## src/rtl/aics_pe_pkg.sv

```systemverilog
// Shared definitions for the PE feeder datapath.
// Holds FSM states, PE control bit positions and default widths.
package aics_pe_pkg;

  localparam int DEF_DATA_W  = 16;
  localparam int DEF_RES_W   = 32;
  localparam int DEF_NADDR_W = 8;
  localparam int DEF_WADDR_W = 14;
  localparam int DEF_RADDR_W = 8;

  // pe_ctl bit positions, shared with serial_pe
  localparam int CTL_FIRST = 0;
  localparam int CTL_LAST  = 1;

  typedef enum logic [1:0] {
    IDLE,
    ISSUE,
    DRAIN,
    DONE
  } fsm_t;

endpackage

```

## src/rtl/fc_addr_gen.sv

```systemverilog
// Element/row/weight counters for the FC feeder.
// Ports: clr/en control, in_num/out_num config, i/o/w counters, first/row_end/last_issue flags.
module fc_addr_gen
  import aics_pe_pkg::*;
#(
  parameter int NADDR_W = DEF_NADDR_W,
  parameter int RADDR_W = DEF_RADDR_W,
  parameter int WADDR_W = DEF_WADDR_W
) (
  input  logic               clk,
  input  logic               rst_n,
  input  logic               clr,
  input  logic               en,
  input  logic [NADDR_W:0]   in_num,
  input  logic [RADDR_W:0]   out_num,
  output logic [NADDR_W-1:0] i,
  output logic [RADDR_W-1:0] o,
  output logic [WADDR_W-1:0] w,
  output logic               first,
  output logic               row_end,
  output logic               last_issue
);

  logic [NADDR_W:0] i_max;
  logic [RADDR_W:0] o_max;
  logic             col_end;

  assign i_max      = in_num - (NADDR_W+1)'(1);
  assign o_max      = out_num - (RADDR_W+1)'(1);
  assign first      = (i == '0);
  assign row_end    = ({1'b0, i} == i_max);
  assign col_end    = ({1'b0, o} == o_max);
  assign last_issue = row_end & col_end;

  // w runs linearly over the whole matrix, so
  // o*in_num+i never has to be multiplied out
  always_ff @(posedge clk or negedge rst_n) begin
    if (!rst_n) begin
      i <= '0;
      o <= '0;
      w <= '0;
    end else if (clr) begin
      i <= '0;
      o <= '0;
      w <= '0;
    end else if (en) begin
      w <= w + WADDR_W'(1);
      if (row_end) begin
        i <= '0;
        o <= last_issue ? '0 : o + RADDR_W'(1);
      end else begin
        i <= i + NADDR_W'(1);
      end
    end
  end

endmodule

```

## src/rtl/fc_pe_feeder.sv

```systemverilog
// Sequencer feeding one serial_pe to compute a fully-connected layer.
// Ports: start/cfg/busy/done control, n_*/w_* SRAM reads, pe_* PE link, r_* result writes.
module fc_pe_feeder
  import aics_pe_pkg::*;
#(
  parameter int DATA_W  = DEF_DATA_W,
  parameter int RES_W   = DEF_RES_W,
  parameter int NADDR_W = DEF_NADDR_W,
  parameter int WADDR_W = DEF_WADDR_W,
  parameter int RADDR_W = DEF_RADDR_W
) (
  input  logic               clk,
  input  logic               rst_n,
  input  logic               start,
  input  logic [NADDR_W:0]   cfg_in_num,
  input  logic [RADDR_W:0]   cfg_out_num,
  output logic               busy,
  output logic               done,
  output logic [NADDR_W-1:0] n_addr,
  input  logic [DATA_W-1:0]  n_rdata,
  output logic [WADDR_W-1:0] w_addr,
  input  logic [DATA_W-1:0]  w_rdata,
  output logic               mem_re,
  output logic [DATA_W-1:0]  pe_neuron,
  output logic [DATA_W-1:0]  pe_weight,
  output logic [1:0]         pe_ctl,
  output logic               pe_vld_i,
  input  logic [RES_W-1:0]   pe_result,
  input  logic               pe_vld_o,
  output logic               r_we,
  output logic [RADDR_W-1:0] r_addr,
  output logic [RES_W-1:0]   r_wdata
);

  fsm_t state, nxt;

  logic [NADDR_W:0]   in_num;
  logic [RADDR_W:0]   out_num;
  logic [RADDR_W:0]   rc;
  logic [NADDR_W-1:0] i;
  logic [RADDR_W-1:0] o;
  logic [WADDR_W-1:0] w;
  logic               first, row_end, last_issue;
  logic               accept, issue, run, cfg_zero, rc_last;
  logic               s1_vld, s1_first, s1_last;

  assign accept   = (state == IDLE) & start;
  assign issue    = (state == ISSUE);
  assign run      = (state == ISSUE) | (state == DRAIN);
  assign cfg_zero = (cfg_in_num == '0) | (cfg_out_num == '0);
  assign rc_last  = (rc == out_num - (RADDR_W+1)'(1));

  fc_addr_gen #(
    .NADDR_W (NADDR_W),
    .RADDR_W (RADDR_W),
    .WADDR_W (WADDR_W)
  ) u_addr (
    .clk        (clk),
    .rst_n      (rst_n),
    .clr        (accept),
    .en         (issue),
    .in_num     (in_num),
    .out_num    (out_num),
    .i          (i),
    .o          (o),
    .w          (w),
    .first      (first),
    .row_end    (row_end),
    .last_issue (last_issue)
  );

  always_ff @(posedge clk or negedge rst_n) begin
    if (!rst_n) begin
      state <= IDLE;
    end else begin
      state <= nxt;
    end
  end

  always_comb begin
    nxt = state;
    case (state)
      IDLE:    if (start) nxt = cfg_zero ? DONE : ISSUE;
      ISSUE:   if (last_issue) nxt = DRAIN;
      // leave on the final write so done lands one cycle later
      DRAIN:   if (r_we && rc_last) nxt = DONE;
      DONE:    nxt = IDLE;
      default: nxt = IDLE;
    endcase
  end

  always_ff @(posedge clk or negedge rst_n) begin
    if (!rst_n) begin
      in_num  <= '0;
      out_num <= '0;
      rc      <= '0;
    end else begin
      if (accept) begin
        in_num  <= cfg_in_num;
        out_num <= cfg_out_num;
      end
      if (accept) rc <= '0;
      else if (r_we) rc <= rc + (RADDR_W+1)'(1);
    end
  end

  // control bits ride one stage so they line up with SRAM data
  always_ff @(posedge clk or negedge rst_n) begin
    if (!rst_n) begin
      s1_vld   <= 1'b0;
      s1_first <= 1'b0;
      s1_last  <= 1'b0;
    end else begin
      s1_vld   <= issue;
      s1_first <= issue & first;
      s1_last  <= issue & row_end;
    end
  end

  always_comb begin
    pe_ctl            = '0;
    pe_ctl[CTL_FIRST] = s1_first;
    pe_ctl[CTL_LAST]  = s1_last;
  end

  // busy covers the accepting cycle too
  assign busy      = run | accept;
  assign done      = (state == DONE);
  assign mem_re    = issue;
  assign n_addr    = i;
  assign w_addr    = w;
  assign pe_vld_i  = s1_vld;
  assign pe_neuron = s1_vld ? n_rdata : '0;
  assign pe_weight = s1_vld ? w_rdata : '0;
  assign r_we      = run & pe_vld_o;
  assign r_addr    = rc[RADDR_W-1:0];
  assign r_wdata   = r_we ? pe_result : '0;

endmodule

```

## config.mk

```make
export PLATFORM = sky130hd
export DESIGN_NAME = fc_pe_feeder
export DESIGN_NICKNAME = d
export VERILOG_FILES = /design/src/rtl/aics_pe_pkg.sv /design/src/rtl/fc_addr_gen.sv /design/src/rtl/fc_pe_feeder.sv
export SDC_FILE = /design/constraint.sdc
export NUM_CORES = 1
export LEC_CHECK = 0
export BUFFER_PORTS_ARGS = -buffer_cell sky130_fd_sc_hd__buf_2
export CORE_MARGIN = 3
export CORE_UTILIZATION = 39
export DETAILED_ROUTE_END_ITERATION = 7
export PLACE_DENSITY = 0.68
export SYNTH_ARGS = -nofsm -noshare
export SYNTH_HDL_FRONTEND = slang
export SYNTH_SLANG_ARGS = --single-unit
```

## constraint.sdc

```tcl
create_clock -name clk -period 4.45 [get_ports clk]
set_input_delay 1.1125 -clock clk [delete_from_list [all_inputs] [get_ports clk]]
set_output_delay 1.1125 -clock clk [all_outputs]
set_load 0.01 [all_outputs]
```

# [Word-level counts from Yosys, hierarchy flattened]
# Index checks and enable logic that the tools add are counted.
[op_classes] muxes=19 n_eq_ne=9 n_addsub=6 reduce_logical=10 n_bitwise=8
[ops] op="$mux 8" n=7
[ops] op="$mux 16" n=2
[ops] op="$mux 32" n=1
[ops] op="$mux 14" n=2
[ops] op="$eq 8x9->1" n=2
[ops] op="$logic_not 9->1" n=2
[ops] op="$mux 9" n=2
[ops] op="$sub 9x1->9 const B" n=2
[ops] op="$add 8x1->8 const B" n=2
[ops] op="$add 14x1->14 const B" n=1
[ops] op="$add 9x1->9 const B" n=1
[ops] op="$eq 9x9->1" n=1
[ops] op="$logic_not 8->1" n=1
[ops] op="$mux 2" n=4
[ops] op="$pmux 2 s4" n=1
[ops] op="$reduce_bool 2->1" n=3
[ops] op="$and 1x1->1" n=5
[ops] op="$eq 2x2->1 const B" n=2
[ops] op="$ne 2x1->1 const B" n=2
[ops] op="$or 1x1->1" n=3
[ops] op="$reduce_and 3->1" n=1
[ops] op="$eq 2x1->1 const B" n=1
[ops] op="$logic_not 2->1" n=1
[ops] op="$ne 2x2->1 const B" n=1
[ops] op="2 further kinds" n=2
[word_totals] wordCells=62 out_inout_bits=101 inputBits=86 regBits=62

# [Logic depth before layout (Yosys ltp)]
[depth] word_depth=7 ltp_mapped=10 ltp_nobuf=9

# [Hierarchy]
# A second synthesis with hierarchy kept.
[hier_totals] hier_cells=515 hier_area_um2=4386.7
[modules_own_cells] module="fc_pe_feeder" cells_per_inst=269 area_each_um2=2200.9 instances=1 seq_area_each_um2=800.8
[modules_own_cells] module="fc_addr_gen" cells_per_inst=246 area_each_um2=2185.8 instances=1 seq_area_each_um2=750.7

# [Worst setup path after synthesis]
# OpenSTA, ideal clock, no wires.
[synth_path] kind="input to register" from="input pe_vld_o" to="register state[1]" setup_slack_ps=1267 setup_time_ps=128 arrival_time_ps=3056 path_buffers=1 cell_stages=8 required_time_ps=4322 cell_sequence="and2_1 > clkbuf_1 > nand4_1 > nor4_1 > nand4_1 > or4_1 > a22oi_4 > mux2_1"
[synth_via] elab_chain_cells=4
[synth_rtl] item="start: declaration" line="fc_pe_feeder.sv:29" source="input logic pe_vld_o,"
[synth_rtl] item="$and 1x1->1" line="fc_pe_feeder.sv:135" source="assign r_we = run & pe_vld_o;"
[synth_rtl] item="via r_we" line="fc_pe_feeder.sv:30" source="output logic r_we,"
[synth_rtl] item="$logic_and 1x1->1" line="fc_pe_feeder.sv:86" source="DRAIN: if (r_we && rc_last) nxt = DONE;"
[synth_rtl] item="$ne 2x1->1 (no line)"
[synth_rtl] item="$reduce_and 3->1 (no line)"
[synth_rtl] item="end signal: assignment" line="fc_pe_feeder.sv:76" source="state <= nxt;"
[synth_rtl] item="end: declaration" line="fc_pe_feeder.sv:35" source="fsm_t state, nxt;"
# The timed path passes the listed nets, and every way through them passes these cells.
# A chain may end at the register's enable or synchronous reset.

# [Worst setup path after layout]
[layout_path] from="register out_num[0]" to="register state[1]"
[layout_via] elab_chain_cells=5 word_cells_on_any_way=8 cone_classes="add/sub: 1; eq/ne: 4; bitwise: 1; reduce/logical: 2"
[layout_rtl] item="start: declaration" line="fc_pe_feeder.sv:38" source="logic [RADDR_W:0] out_num;"
[layout_rtl] item="start signal: assignment" line="fc_pe_feeder.sv:100" source="out_num <= cfg_out_num;"
[layout_rtl] item="$sub 9x1->9 *" line="fc_addr_gen.sv:29, fc_pe_feeder.sv:51"
[layout_rtl] item="$eq 8x9->1 / $eq 9x9->1 (equally long branches)" line="fc_addr_gen.sv:32, fc_pe_feeder.sv:51"
[layout_rtl] item="$and 1x1->1 / $logic_and 1x1->1 (equally long branches)" line="fc_addr_gen.sv:33, fc_pe_feeder.sv:86"
[layout_rtl] item="$ne 2x1->1 (no line)"
[layout_rtl] item="$reduce_and 3->1 (no line) *"
# Every way passes the cells marked *; elsewhere a longest branch is shown, timed or not.

==> flow_metrics.env <==
export IMPL_status="finished, final reports clean"
export IMPL_die_width_um=111
export IMPL_grt_met1_usage=0.223
export IMPL_cts_sinks=62
export IMPL_synthTopCellsByCount="nand2_1 (79), dfrtp_1 (62), and3_1 (43)"
export IMPL_yosysTopAreaCellShare=0.358
export IMPL_die_h_um=111
export IMPL_start_util=0.411
export IMPL_synth_flop_cell="dfrtp_1"
export IMPL_path_clk_slew_ps=70
export IMPL_via_per_inst=5.20
export IMPL_critPathMaxStageDelay_ps=480
export IMPL_rrSetupSlack_ps=1110
export IMPL_min_period_over_period=0.750
export IMPL_arrival_ps=3570
export IMPL_crit_family="simple AND/OR/NAND/NOR gates"
export IMPL_antenna_left=0
export IMPL_clk_path_buf_depth=2
export IMPL_hpwl_um=9680
export IMPL_ctsResizeCount=0
export IMPL_grt_pass1_vias=4065
export IMPL_synth_edf_count=0
export IMPL_drc=0
export IMPL_synth_cell_area_sq_um=4340
export IMPL_ys_seq_area_frac=0.358
export IMPL_synth_cell_types=61
export IMPL_multi_input_area_sq_um=2520
export IMPL_p_leak_uw=0.00294
export IMPL_post_cts_buffers=0
export IMPL_fillers=1012
export IMPL_start_kind="flop"
export IMPL_finalSetupTns_ps=0
export IMPL_totalWireLength_um=12200
export IMPL_grt_overflow=0
export IMPL_grt_pass1_wl_um=20000
export IMPL_grt_busiest_layer="met2"
export IMPL_avgSynthCellArea_sq_um=8.54
export IMPL_rsz0062_at_grt="false"
export IMPL_report_final_setup_viol=0
export IMPL_cts_root_buf="clkbuf_8"
export IMPL_num_vias=4220
export IMPL_hold_viol_final=0
export IMPL_synth_cells=508
export IMPL_drt_wirelength_per_cell_um=15.1
export IMPL_cp_endpoint="state[1]"
export IMPL_final_cells=811
export IMPL_worst_slew_pin_slew_ps=1060
export IMPL_slew_violations=0
export IMPL_required_ps=4680
export IMPL_slowest_stage="nand4bb_1"
export IMPL_grt_max_degree=47
export IMPL_worstSetupPathType="reg2reg"
export IMPL_drive_gt1_frac=0.328
export IMPL_pin_count=187
export IMPL_final_util=0.515
export IMPL_gr_usage_met2=0.356
export IMPL_core_sq_um=10600
export IMPL_fin_nets=767
export IMPL_post_synth_top_area_cell="dfrtp_1"
export IMPL_worstPathCellList="inv_1 -> ha_1 -> nand2b_1 -> nor4_1 -> xor3_1 -> a2111oi_4 -> nand4bb_1 -> a22oi_4 -> mux2_1"
export IMPL_area_growth_pct=25.2
export IMPL_cts_buffers=9
export IMPL_io_buffers=186
export IMPL_ys_async_sr_fraction=1.00
export IMPL_crit_buf_inv=1
export IMPL_num_rows=37
export IMPL_synth_fp_nets=606
export IMPL_ys_top_cells_by_area="dfrtp_1 (36%), nand2_1 (6.8%), and3_1 (6.2%), xor2_1 (5.9%), xnor2_1 (5.0%)"
export IMPL_startpoint="out_num[0]"
export IMPL_grt_antenna_before_repair=1
export IMPL_place_congestion=0.872
export IMPL_cts_tree="done"
export IMPL_clk_latency_ps=340
export IMPL_yosysWarnings=0
export IMPL_cp_depth=9
export IMPL_cp_end_kind="flop"
export IMPL_rr_startpoint="out_num[0]"
export IMPL_htreeDepth=3
export IMPL_dr_pass1_iters=4
export IMPL_rr_endpoint="state[1]"
export IMPL_reg2reg_depth=9
export IMPL_grt_total_usage=0.198
export IMPL_cap_violations=0
export IMPL_hp_class="reg2reg"
export IMPL_crit_fanout=8
export IMPL_grtUsageMet3=0.0598
export IMPL_holdBufCountCts=0
export IMPL_regArea_sq_um=1550
export IMPL_drt_iter0_markers=215
export IMPL_slew_headroom=0.291
export IMPL_skew_ps=8.76
export IMPL_synth_ff_latch_count=62
export IMPL_powerDensity_nw_per_um2=569
export IMPL_dp_cells=794
export IMPL_dieArea_sq_um=12400
export IMPL_fmax_mhz=300
export IMPL_synth_most_common_cell="nand2_1"
export IMPL_vdd_drop_max_mv=0.214
export IMPL_finalCriticalPeriod_ps=3340
-- layer usage --
metal,up-vias,wire [um]
li1,2042,-
met5,-,0
met1,1975,4920
met3,13,1070
met2,190,6070
met4,0,193
-- cell type report --
cell class,instances,share of cell area
inverter,13,0.00898
clock buffer,16,0.0332
multi-input combinational,393,0.463
sequential,62,0.286
timing repair buffer,190,0.177
tap,136,0.0313
antenna,1,0.000461
-- worst min path at each step --
stage | start | endpoint | slack, ps | cells after the start
floorplan | in_num[8] | in_num[8] | 470 | 2
global placement | in_num[8] | in_num[8] | 490 | 2
detailed placement | in_num[8] | in_num[8] | 500 | 2
CTS | in_num[8] | in_num[8] | 510 | 2
global route | in_num[8] | in_num[8] | 550 | 2
finish | in_num[8] | in_num[8] | 510 | 2
-- flip-flops by register name (all words and copies together), names as in the netlist --
register,flops
in_num,9
out_num,9
pe_vld_i,1
rc,9
s1_first,1
s1_last,1
state,2
u_addr.i,8
u_addr.o,8
u_addr.w,14
-- cell families after synthesis --
family          Yosys count  share of synthesized area
xor+xnor                 55                      0.114
flops                    62                      0.358
fa+ha+maj                12                     0.0346
compound gates           54                     0.0917
mux                       6                     0.0141
buf+inv                  53                     0.0623
simple gates            266                      0.325
-- worst reg2reg max path, cell delays in order (launching register included) --
cell       delay [ps]
dfrtp_1           430
inv_1             100
ha_1              240
nand2b_1          120
nor4_1            380
xor3_1            340
a2111oi_4         410
nand4bb_1         490
a22oi_4           370
mux2_1            350
-- cell usage in the layout (no fill, tap or decap), types with 4 or more instances in the layout --
master	n
nand2_1	79
nand3_1	19
nor4_1	7
xor2_1	29
nor3_1	7
nand2b_1	5
nand4_1	7
and3_1	43
nor2_1	35
or3_1	7
a21oi_1	9
mux2i_1	5
buf_2	186
xnor2_1	25
o21ai_0	14
buf_4	4
ha_1	12
dfrtp_1	62
clkbuf_1	4
a22oi_1	4
o41ai_1	4
inv_1	13
clkbuf_8	12
and2_1	34
-- stage by stage --
stage | power (uW) | setup WS, ps | area (sq um) | hold slack [ps]
global placement | 2580 | 942 | 5250 | 495
detailed placement | 2640 | 877 | 5250 | 498
floorplan | 2150 | 1270 | 4340 | 467
global route | 3350 | 880 | 5430 | 545
CTS | 3120 | 1130 | 5430 | 514
finish | 3090 | 1110 | 5430 | 510
-- report_power, final --
group | switching (uW) | leakage, uW | total (uW) | internal [uW]
clock | 213 | 0.0000910 | 463 | 249
sequential | 254 | 0.000801 | 972 | 718
combinational | 917 | 0.00204 | 1660 | 739
No activity file was read; power rests on OpenSTA's default activity.
